### src/rtl/pix_pkg.sv
// Shared definitions for the pixel-window assembler: default geometry, FSM encoding, lane-index width.
package pix_pkg;

  localparam int PIX_W_DEF  = 8;
  localparam int NPIX_DEF   = 3;
  localparam int STRIDE_DEF = 3;

  typedef enum logic {
    FILL = 1'b0,
    FULL = 1'b1
  } state_t;

  // Lane counter width; never below one bit so a 2-pixel window still gets a counter
  function automatic int clog2(input int n);
    return (n <= 2) ? 1 : $clog2(n);
  endfunction

endpackage

### src/rtl/pix_window_buffer_if.sv
// Pixel-in / window-out handshake bundle; slave is the buffer's view, master is the source/consumer side.
interface pix_window_buffer_if #(
  parameter int PIX_W = pix_pkg::PIX_W_DEF,
  parameter int NPIX  = pix_pkg::NPIX_DEF
);

  logic [PIX_W-1:0]      in_pix;
  logic                  in_valid;
  logic                  in_ready;
  logic                  in_last;
  logic [NPIX*PIX_W-1:0] out_win;
  logic                  out_valid;
  logic                  out_ready;
  logic                  out_last;

  modport slave (
    input  in_pix, in_valid, in_last, out_ready,
    output in_ready, out_win, out_valid, out_last
  );

  modport master (
    output in_pix, in_valid, in_last, out_ready,
    input  in_ready, out_win, out_valid, out_last
  );

endinterface

### src/rtl/pix_window_shift.sv
// Combinational lane shifter: drops the STRIDE oldest lanes, moves lane j+STRIDE to lane j, zero-fills the top.
module pix_window_shift
  import pix_pkg::*;
#(
  parameter int PIX_W  = PIX_W_DEF,
  parameter int NPIX   = NPIX_DEF,
  parameter int STRIDE = STRIDE_DEF
) (
  input  logic [NPIX*PIX_W-1:0] win,
  output logic [NPIX*PIX_W-1:0] shifted
);

  // Lane 0 sits at the LSBs, so a logical right shift discards the oldest lanes
  assign shifted = win >> (STRIDE * PIX_W);

endmodule

### src/rtl/pix_window_buffer.sv
// Packs PIX_W pixels into NPIX-lane windows with a sliding STRIDE; 1-cycle accept-to-out_valid, one-window skid (FULL) on stall.
// PIX_WINDOW_ZERO_PAD_EN: zero-pad and emit partial rows; when undefined partial rows are dropped and flagged on win_drop.
module pix_window_buffer
  import pix_pkg::*;
#(
  parameter int PIX_W  = PIX_W_DEF,
  parameter int NPIX   = NPIX_DEF,
  parameter int STRIDE = STRIDE_DEF
) (
  input  logic                     clk,
  input  logic                     rst,
  pix_window_buffer_if.slave       bus
`ifndef PIX_WINDOW_ZERO_PAD_EN
  ,
  output logic                     win_drop
`endif
);

  localparam int            LW        = clog2(NPIX);
  localparam logic [LW-1:0] LAST_LANE = LW'(NPIX - 1);
  localparam logic [LW-1:0] REFILL    = LW'(NPIX - STRIDE);

  typedef logic [NPIX-1:0][PIX_W-1:0] win_t;

  state_t        state_q, state_d;
  win_t          asm_q, asm_wr, win_src, win_shift;
  logic [LW-1:0] cnt_q;
  logic          pend_last_q;
  logic          acc, at_top, fire, slot_free, load, stall, last_src;

  assign bus.in_ready = (state_q == FILL);
  assign acc          = bus.in_valid && bus.in_ready;
  assign at_top       = (cnt_q == LAST_LANE);
  assign slot_free    = !bus.out_valid || bus.out_ready;

`ifdef PIX_WINDOW_ZERO_PAD_EN
  assign fire = acc && (at_top || bus.in_last);
`else
  assign fire = acc && at_top;
`endif

  // Assembly register with the incoming pixel dropped into lane cnt
  always_comb begin
    asm_wr        = asm_q;
    asm_wr[cnt_q] = bus.in_pix;
`ifdef PIX_WINDOW_ZERO_PAD_EN
    for (int k = 0; k < NPIX; k++) begin
      if (k > int'(cnt_q)) asm_wr[k] = '0;
    end
`endif
  end

  always_comb begin
    state_d  = state_q;
    load     = 1'b0;
    stall    = 1'b0;
    win_src  = asm_wr;
    last_src = bus.in_last;
    case (state_q)
      FILL: begin
        if (fire) begin
          if (slot_free) begin
            load = 1'b1;
          end else begin
            stall   = 1'b1;
            state_d = FULL;
          end
        end
      end
      FULL: begin
        win_src  = asm_q;
        last_src = pend_last_q;
        if (bus.out_ready) begin
          load    = 1'b1;
          state_d = FILL;
        end
      end
      default: state_d = FILL;
    endcase
  end

  pix_window_shift #(
    .PIX_W  (PIX_W),
    .NPIX   (NPIX),
    .STRIDE (STRIDE)
  ) u_shift (
    .win     (win_src),
    .shifted (win_shift)
  );

  always_ff @(posedge clk or posedge rst) begin
    if (rst) state_q <= FILL;
    else     state_q <= state_d;
  end

  always_ff @(posedge clk or posedge rst) begin
    if (rst) begin
      bus.out_win   <= '0;
      bus.out_valid <= 1'b0;
      bus.out_last  <= 1'b0;
      asm_q         <= '0;
      cnt_q         <= '0;
      pend_last_q   <= 1'b0;
`ifndef PIX_WINDOW_ZERO_PAD_EN
      win_drop      <= 1'b0;
`endif
    end else begin
`ifndef PIX_WINDOW_ZERO_PAD_EN
      win_drop <= 1'b0;
`endif
      if (load) begin
        bus.out_win   <= win_src;
        bus.out_valid <= 1'b1;
        bus.out_last  <= last_src;
        asm_q         <= win_shift;
        cnt_q         <= last_src ? '0 : REFILL;
      end else begin
        if (bus.out_valid && bus.out_ready) begin
          bus.out_valid <= 1'b0;
          bus.out_last  <= 1'b0;
        end
        if (stall) begin
          asm_q       <= asm_wr;
          pend_last_q <= bus.in_last;
        end else if (acc) begin
`ifdef PIX_WINDOW_ZERO_PAD_EN
          asm_q <= asm_wr;
          cnt_q <= cnt_q + 1'b1;
`else
          if (bus.in_last) begin
            asm_q    <= '0;
            cnt_q    <= '0;
            win_drop <= 1'b1;
          end else begin
            asm_q <= asm_wr;
            cnt_q <= cnt_q + 1'b1;
          end
`endif
        end
      end
    end
  end

endmodule

### src/flat_wrapper.sv
// flat-port wrapper written by rule: the top's interface ports become plain ports
module pix_window_buffer_flat import pix_pkg::*;
#(
  parameter int PIX_W  = PIX_W_DEF,
  parameter int NPIX   = NPIX_DEF,
  parameter int STRIDE = STRIDE_DEF
)
  (clk, rst, win_drop, bus_in_pix, bus_in_valid, bus_in_last, bus_out_ready, bus_in_ready, bus_out_win, bus_out_valid, bus_out_last);
  pix_window_buffer_if #(.PIX_W(PIX_W), .NPIX(NPIX)) bus_i ();
  input  logic clk;
  input  logic rst;
  output logic win_drop;
  input wire logic [$bits(bus_i.in_pix)-1:0] bus_in_pix;
  input wire logic [$bits(bus_i.in_valid)-1:0] bus_in_valid;
  input wire logic [$bits(bus_i.in_last)-1:0] bus_in_last;
  input wire logic [$bits(bus_i.out_ready)-1:0] bus_out_ready;
  output wire logic [$bits(bus_i.in_ready)-1:0] bus_in_ready;
  output wire logic [$bits(bus_i.out_win)-1:0] bus_out_win;
  output wire logic [$bits(bus_i.out_valid)-1:0] bus_out_valid;
  output wire logic [$bits(bus_i.out_last)-1:0] bus_out_last;
  assign bus_i.in_pix = bus_in_pix;
  assign bus_i.in_valid = bus_in_valid;
  assign bus_i.in_last = bus_in_last;
  assign bus_i.out_ready = bus_out_ready;
  assign bus_in_ready = bus_i.in_ready;
  assign bus_out_win = bus_i.out_win;
  assign bus_out_valid = bus_i.out_valid;
  assign bus_out_last = bus_i.out_last;
  pix_window_buffer #(.PIX_W(PIX_W), .NPIX(NPIX), .STRIDE(STRIDE)) u_core (.clk(clk), .rst(rst), .bus(bus_i), .win_drop(win_drop));
endmodule
### config.mk
export PLATFORM = sky130hd
export DESIGN_NAME = pix_window_buffer_flat
export DESIGN_NICKNAME = d
export VERILOG_FILES = /design/src/rtl/pix_pkg.sv /design/src/rtl/pix_window_buffer_if.sv /design/src/rtl/pix_window_shift.sv /design/src/rtl/pix_window_buffer.sv /design/src/flat_wrapper.sv
export SDC_FILE = /design/constraint.sdc
export NUM_CORES = 1
export LEC_CHECK = 0
export CAP_MARGIN = 20
export CORE_MARGIN = 2
export CORE_UTILIZATION = 40
export DETAILED_ROUTE_END_ITERATION = 10
export DONT_BUFFER_PORTS = 1
export PLACE_DENSITY_LB_ADDON = 0.08
export SLEW_MARGIN = 20
export SYNTH_ARGS = -nofsm -noshare
export SYNTH_HDL_FRONTEND = slang
export SYNTH_HIERARCHICAL = 1
export SYNTH_SLANG_ARGS = --single-unit
### constraint.sdc
create_clock -name clk -period 1.95 [get_ports clk]
set_input_delay 0.39 -clock clk [delete_from_list [all_inputs] [get_ports clk]]
set_output_delay 0.39 -clock clk [all_outputs]
set_load 0.02 [all_outputs]
==> reports/results.txt, run 1 <==
NumNets Final: 298
Clock Tree Buf Depth: 2
die area: 8860 um^2
FMAX: 0.579 GHz
row cnt: 32
H-tree Lvls: 2
Seq cells post-synth: 55
vias per cell: 5.00
postcts setup bufs: 0
1st-iter DRT viols: 68
worst-case reg-to-reg path depth: 6
ys async rst share: 1.00
vias in the first global route: 2,054
status: finished, final reports clean
met2 WL post-DR: 3.03 mm
Filler cells: 749
CTS resizes: 0
DR WL met3: 308 um
Die Y: 94.1 um
leakage: 1.50 nW
CTS Sinks: 55
Util after Layout: 0.431
Synth-to-Final Area Change: 3.54%
wire per inst: 17.0 um
Avg Inst Size Synth: 11.6 um^2
Power per Cell Area: 1130 nW/um^2
Die Wd: 94.1 um
RSZ-0062 raised after global routing: false
Clock Latency Late Sink: 0.31 ns
Min-Delay Path Class: in2async
Post-DP HPWL: 4.39 mm
routed wire length: 6.51 mm
Met1 Routed Length: 3.09 mm
P_sw: 1.35 mW
synthesized area: 3250 um^2
final hold violations: 0
Detail Route Antenna Nets: 0
first drt pass iteration count: 4
slowest stage delay, CP: 0.41 ns
initial antenna violation count: 0
Switching Share: 0.357
Tmin final: 1.73 ns
number of enable flip-flop cells after synthesis: 0
total chip power: 3.79 mW
fin. max-slew vios: 0
setup TNS: 0 ns
synth cell count leaders: dfrtp_1, mux2_2, inv_1
max cap viols: 0
Finished Layout Cells: 382
cell taking the most area after synthesis: dfrtp_1
Max FO, Critical Path: 13
# port buffers: 0
Combinational Power Share: 0.313
Synth cell types: 29
Worst Skew: 0.0113 ns
hold buffer count at CTS: 0
routed vias: 1,909
clock share of power: 0.162
commonest register cell after synthesis: dfrtp_1
worst hold margin: 0.00247 ns
total core area: 7810 um^2
Tot GR Track Use: 0.161
I/O Pins: 41
Setup crit end kind: flop
Final period util: 0.886
placed cell count: 376
dominant cells by area after synthesis: dfrtp_1, mux2_2, mux2_4
DR top layer: met4
gpl congestion: 0.762
CTS Buf Count: 5
root buf cell: clkbuf_8
first-pass GRT wire length: 11.0 mm
sequential area share after synthesis: 0.424
largest net degree at the start of global routing: 56
Req. time, crit path: 2.15 ns
WP data arrival: 1.93 ns
endpoints failing setup: 0
Reg power frac: 0.524
Int Pwr: 2.44 mW
ant diodes: 0
grt ovf: 0
Startpoint Class: flop
clk slew on worst S/H paths: 0.10 ns
Slowest-stage cell, CP: dfrtp_1
CP Cell Sequence: inv_1 -> ha_1 -> a21o_1 -> o21a_1 -> buf_12 -> mux2_2
drt drc: 0
WS Path Type: reg2reg
Ys Warns: 6
TritonCTS clock tree: yes
register area: 1380 um^2
worst vdd ir: 365 uV
top cell type's share of synthesized area: 0.424
Initial Util: 0.416
most common cell in the netlist: dfrtp_1
Gate Count Post-Synth: 280
layout cells sized above 1: 0.268
area occupied by multi-input gates: 1530 um^2
[worst paths after layout]
check,from,to,slack (ns)
max,u_core/cnt_q[0],u_core/bus.out_win[21],0.22
min,rst,u_core/bus.out_win[3],0.002
max reg2reg,u_core/cnt_q[0],u_core/bus.out_win[21],0.22
min reg2reg,u_core/pend_last_q,u_core/pend_last_q,0.52
max in group asynchronous,rst,u_core/cnt_q[0],1.68
min in group clk,bus_out_ready,u_core/state_q,0.14
[power by group through the flow]
stage / logic, mW / clock network, mW / registers (mW)
after floorplan: 1.08 / 0 / 1.94
after global placement: 1.18 / 0 / 2.00
after detailed placement: 1.20 / 0 / 2.01
after CTS: 1.21 / 0.638 / 2.00
after global routing: 1.32 / 0.684 / 2.05
final: 1.19 / 0.614 / 1.99
[logic make-up (layout without fill, tap and decap cells)]
| logic type | Yosys count | after routing | share of synthesized area |
|---|---|---|---|
| compound gates | 34 | 34 | 0.0898 |
| fa+ha+maj | 4 | 4 | 0.0154 |
| buf+inv | 70 | 47 | 0.132 |
| flops | 55 | 55 | 0.424 |
| mux | 76 | 76 | 0.278 |
| other cells | 1 | 24 | 0.00115 |
| simple gates | 40 | 40 | 0.0605 |
[through the flow]
step           setup WS, ns  cell area (um^2)
3_3_place_gp          0.223              3290
4_1_cts               0.204              3360
5_1_grt              0.0861              3360
2_1_floorplan         0.207              3330
3_5_place_dp          0.214              3290
6_report              0.222              3360
[registers in the layout (all words and copies together) (netlist names)]
register / flops
u_core/bus.out_valid: 1
u_core/bus.out_last: 1
u_core/asm_q: 24
u_core/cnt_q: 2
u_core/state_q: 1
u_core/bus.out_win: 24
u_core/win_drop: 1
u_core/pend_last_q: 1
[worst max-delay path: cells and delay by family, from the launching register on]
kind                       cells  cell delay (ns)
DFF                            1             0.41
AOI/OAI and AO/OA              2             0.39
muxes                          1             0.34
buffers and inverters          2             0.30
adders and majority gates      1             0.18
[final cells by class]
| type | count | area share |
|---|---|---|
| clock inverters | 1 | 0.00223 |
| repair buffers | 13 | 0.0439 |
| clock buffers | 5 | 0.0205 |
| inverters | 28 | 0.0313 |
| multi-input cells | 178 | 0.455 |
| flip-flops and latches | 55 | 0.409 |
| well taps | 102 | 0.0379 |
[placed cells by master (no fill, tap or decap)]
cell type,synthesis,layout
buf_4,26,9
o221ai_1,24,24
clkinvlp_4,0,1
o31ai_1,1,1
dfrtp_1,55,55
nor2b_1,4,4
inv_1,28,27
nor2_1,2,2
a21o_1,1,1
a21oi_1,1,1
a221o_1,1,1
clkbuf_8,0,5
or3_1,1,1
o41ai_2,1,1
buf_12,0,4
nand2b_4,2,2
nand2b_1,1,1
mux2_4,18,18
and3b_1,2,2
mux2i_4,1,1
nand3_1,1,1
mux2i_1,26,26
conb_1,1,24
nand2_1,27,27
o21ai_2,2,2
ha_1,4,4
inv_2,0,1
mux2_2,31,31
o21a_1,1,1
o21ai_0,2,2
[routing by layer]
metal | global-route usage | vias to the layer above
met2 | 0.257 | 45
met4 | 0.0399 | 0
met5 | 0 | -
li1 | - | 927
met1 | 0.224 | 930
met3 | 0.0329 | 7
Note: power is estimated with default switching activity, not from simulation.
==> run 2: changes to the inputs <==
Settings changed: ABC_AREA set to 1, CORE_ASPECT_RATIO set to 0.9, CORE_UTILIZATION 40 to 36.
==> reports/results.txt, run 2 <==
row cnt: 33
Switching Share: 0.414
clock share of power: 0.217
synth cell count leaders: nand2_1, inv_1, dfrtp_1
Die Wd: 106 um
Synth-to-Final Area Change: 5.00%
first-pass GRT wire length: 13.8 mm
dominant cells by area after synthesis: dfrtp_1, nand2_1, buf_4
Final period util: 0.898
Tot GR Track Use: 0.175
final hold violations: 0
WP data arrival: 2.01 ns
fin. max-slew vios: 0
slowest stage delay, CP: 0.39 ns
initial antenna violation count: 0
CTS Sinks: 55
WS Path Type: reg2reg
number of enable flip-flop cells after synthesis: 0
Synth cell types: 18
Avg Inst Size Synth: 7.02 um^2
Power per Cell Area: 1180 nW/um^2
layout cells sized above 1: 0.0609
Clock Latency Late Sink: 0.31 ns
max cap viols: 0
Finished Layout Cells: 598
vias in the first global route: 2,524
NumNets Final: 492
Gate Count Post-Synth: 481
Seq cells post-synth: 55
first drt pass iteration count: 5
status: finished, final reports clean
routed vias: 2,789
routed wire length: 8.54 mm
most frequent cells in the layout: nand2_1, inv_1, dfrtp_1
worst vdd ir: 479 uV
Min-Delay Path Class: in2reg
H-tree Lvls: 2
Ys Warns: 6
worst hold margin: 0.167 ns
most common cell after layout, fill and taps aside: nand2_1
commonest register cell after synthesis: dfrtp_1
drt drc: 0
Startpoint Class: flop
P_sw: 1.73 mW
flop2flop setup slack: 0.20 ns
vias per cell: 4.66
CTS Buf Count: 5
Worst Skew: 0.00510 ns
Detail Route Antenna Nets: 0
Critical R2R Capture: u_core/bus.out_win[4]
worst-case reg-to-reg path depth: 8
Int Pwr: 2.45 mW
mux contribution to synthesized area: 0
most common cell in the netlist: nand2_1
largest net degree at the start of global routing: 34
synthesized area: 3380 um^2
CP startpoint: u_core/cnt_q[0]
TritonCTS clock tree: yes
top cell type's share of synthesized area: 0.407
CP Cell Sequence: inv_1 -> ha_1 -> nand3_4 -> nand2_4 -> nand2_4 -> inv_2 -> nand2_1 -> nand2_1
Slowest-stage cell, CP: dfrtp_1
cell taking the most area after synthesis: dfrtp_1
Top Registers: u_core/asm_q: 24 flops, u_core/bus.out_win: 24 flops, u_core/cnt_q: 2 flops
RR Startpoint: u_core/cnt_q[0]
Setup crit end kind: flop
gpl congestion: 0.774
ant diodes: 0
largest family of logic cells by synthesized area: simple AND/OR/NAND/NOR gates
CP endpoint: u_core/bus.out_win[4]
Final Worst Setup Slack: 0.199 ns
# port buffers: 0
Synth Area in Adders: 0.0148
Die Y: 95.9 um
xor and xnor area share after synthesis: 0
placed cell count: 589
complex-gate fraction of the synthesized area: 0.121
Reg power frac: 0.491
Combinational Power Share: 0.292
1st-iter DRT viols: 150
I/O Pins: 41
grt ovf: 0
CP bufs+invs: 2
die area: 10,200 um^2
wire per inst: 14.3 um
ys async rst share: 1.00
Initial Util: 0.370
Req. time, crit path: 2.21 ns
RSZ-0062 raised after global routing: false
Worst Tran Pin Value: 0.521 ns
leakage: 1.89 nW
total core area: 9130 um^2
root buf cell: clkbuf_8
endpoints failing setup: 0
Clock Tree Buf Depth: 2
clk slew on worst S/H paths: 0.10 ns
Max FO, Critical Path: 25
postcts setup bufs: 0
CP top delay family: simple AND/OR/NAND/NOR gates
simple-gate area share of the yosys netlist: 0.292
Tmin final: 1.75 ns
Post-Place Setup Slack: 0.199 ns
Post-DP HPWL: 5.90 mm
setup TNS: 0 ns
sequential area share after synthesis: 0.407
Levels on crit path: 8
FMAX: 0.571 GHz
Worst slew margin: 0.653
[run 2: worst min-delay path by stage]
stage,from,to,slack (ns),cells after the start
5_1_grt,bus_out_ready,u_core/state_q,0.17,1
4_1_cts,bus_out_ready,u_core/state_q,0.16,1
3_3_place_gp,rst,u_core/bus.out_win[3],0.35,1
2_1_floorplan,u_core/pend_last_q,u_core/pend_last_q,0.45,2
6_report,bus_out_ready,u_core/state_q,0.17,1
3_5_place_dp,rst,u_core/bus.out_win[3],0.34,1
[run 2: cell families (layout without fill, tap and decap cells)]
| family | Yosys count | after routing |
|---|---|---|
| other | 1 | 24 |
| AND/OR/NAND/NOR | 234 | 234 |
| adder cells (fa/ha/maj) | 4 | 4 |
| flip-flops | 55 | 55 |
| AO/OA/AOI/OAI | 79 | 79 |
| buffers and inverters | 108 | 80 |
[run 2: power by group through the flow]
stage	sequential, mW	clock [mW]	combinational (mW)
5_1_grt	2.12	0.972	1.43
3_3_place_gp	2.08	0	1.21
4_1_cts	2.07	0.939	1.22
2_1_floorplan	2.02	0	0.996
6_report	2.06	0.910	1.22
3_5_place_dp	2.09	0	1.21
[run 2: final cells by class]
| class | count | area (um^2) |
|---|---|---|
| Clock inverter | 2 | 60.1 |
| Timing Repair Buffer | 14 | 133 |
| Clock buffer | 6 | 72.6 |
| Multi-Input combinational cell | 341 | 1540 |
| Sequential cell | 55 | 1380 |
| Fill cell | 979 | 5580 |
| Tap cell | 122 | 153 |
| Inverter | 58 | 218 |
[run 2: metal layers]
| layer | vias to the layer above | GRT usage | part of all wire |
|---|---|---|---|
| met5 | - | 0 | 0 |
| met4 | 0 | 0.0504 | 0.011 |
| met3 | 7 | 0.0386 | 0.057 |
| met2 | 64 | 0.263 | 0.42 |
| met1 | 1278 | 0.251 | 0.51 |
| li1 | 1440 | - | - |
[run 2: stage by stage]
stage,power [mW],util,instance area (um^2)
finish,4.19,0.389,3550
floorplan,3.02,-,3460
global placement,3.30,0.373,3400
CTS,4.23,0.389,3550
detailed placement,3.30,0.373,3400
global route,4.52,0.389,3550
[run 2: worst reg2reg max path, delay by kind of cell (launching register included)]
| family | cells | cell delay (ns) |
|---|---|---|
| fa+ha+maj | 1 | 0.25 |
| buf+inv | 2 | 0.49 |
| flops | 1 | 0.39 |
| simple gates | 5 | 0.56 |
[run 2: timing repair]
action / in CTS / in global routing
gates resized for setup: 0 / 0
endpoints found under the setup margin: 0 / 0
hold buffers: 1 / 0
endpoints found under the hold margin: 14 / 0
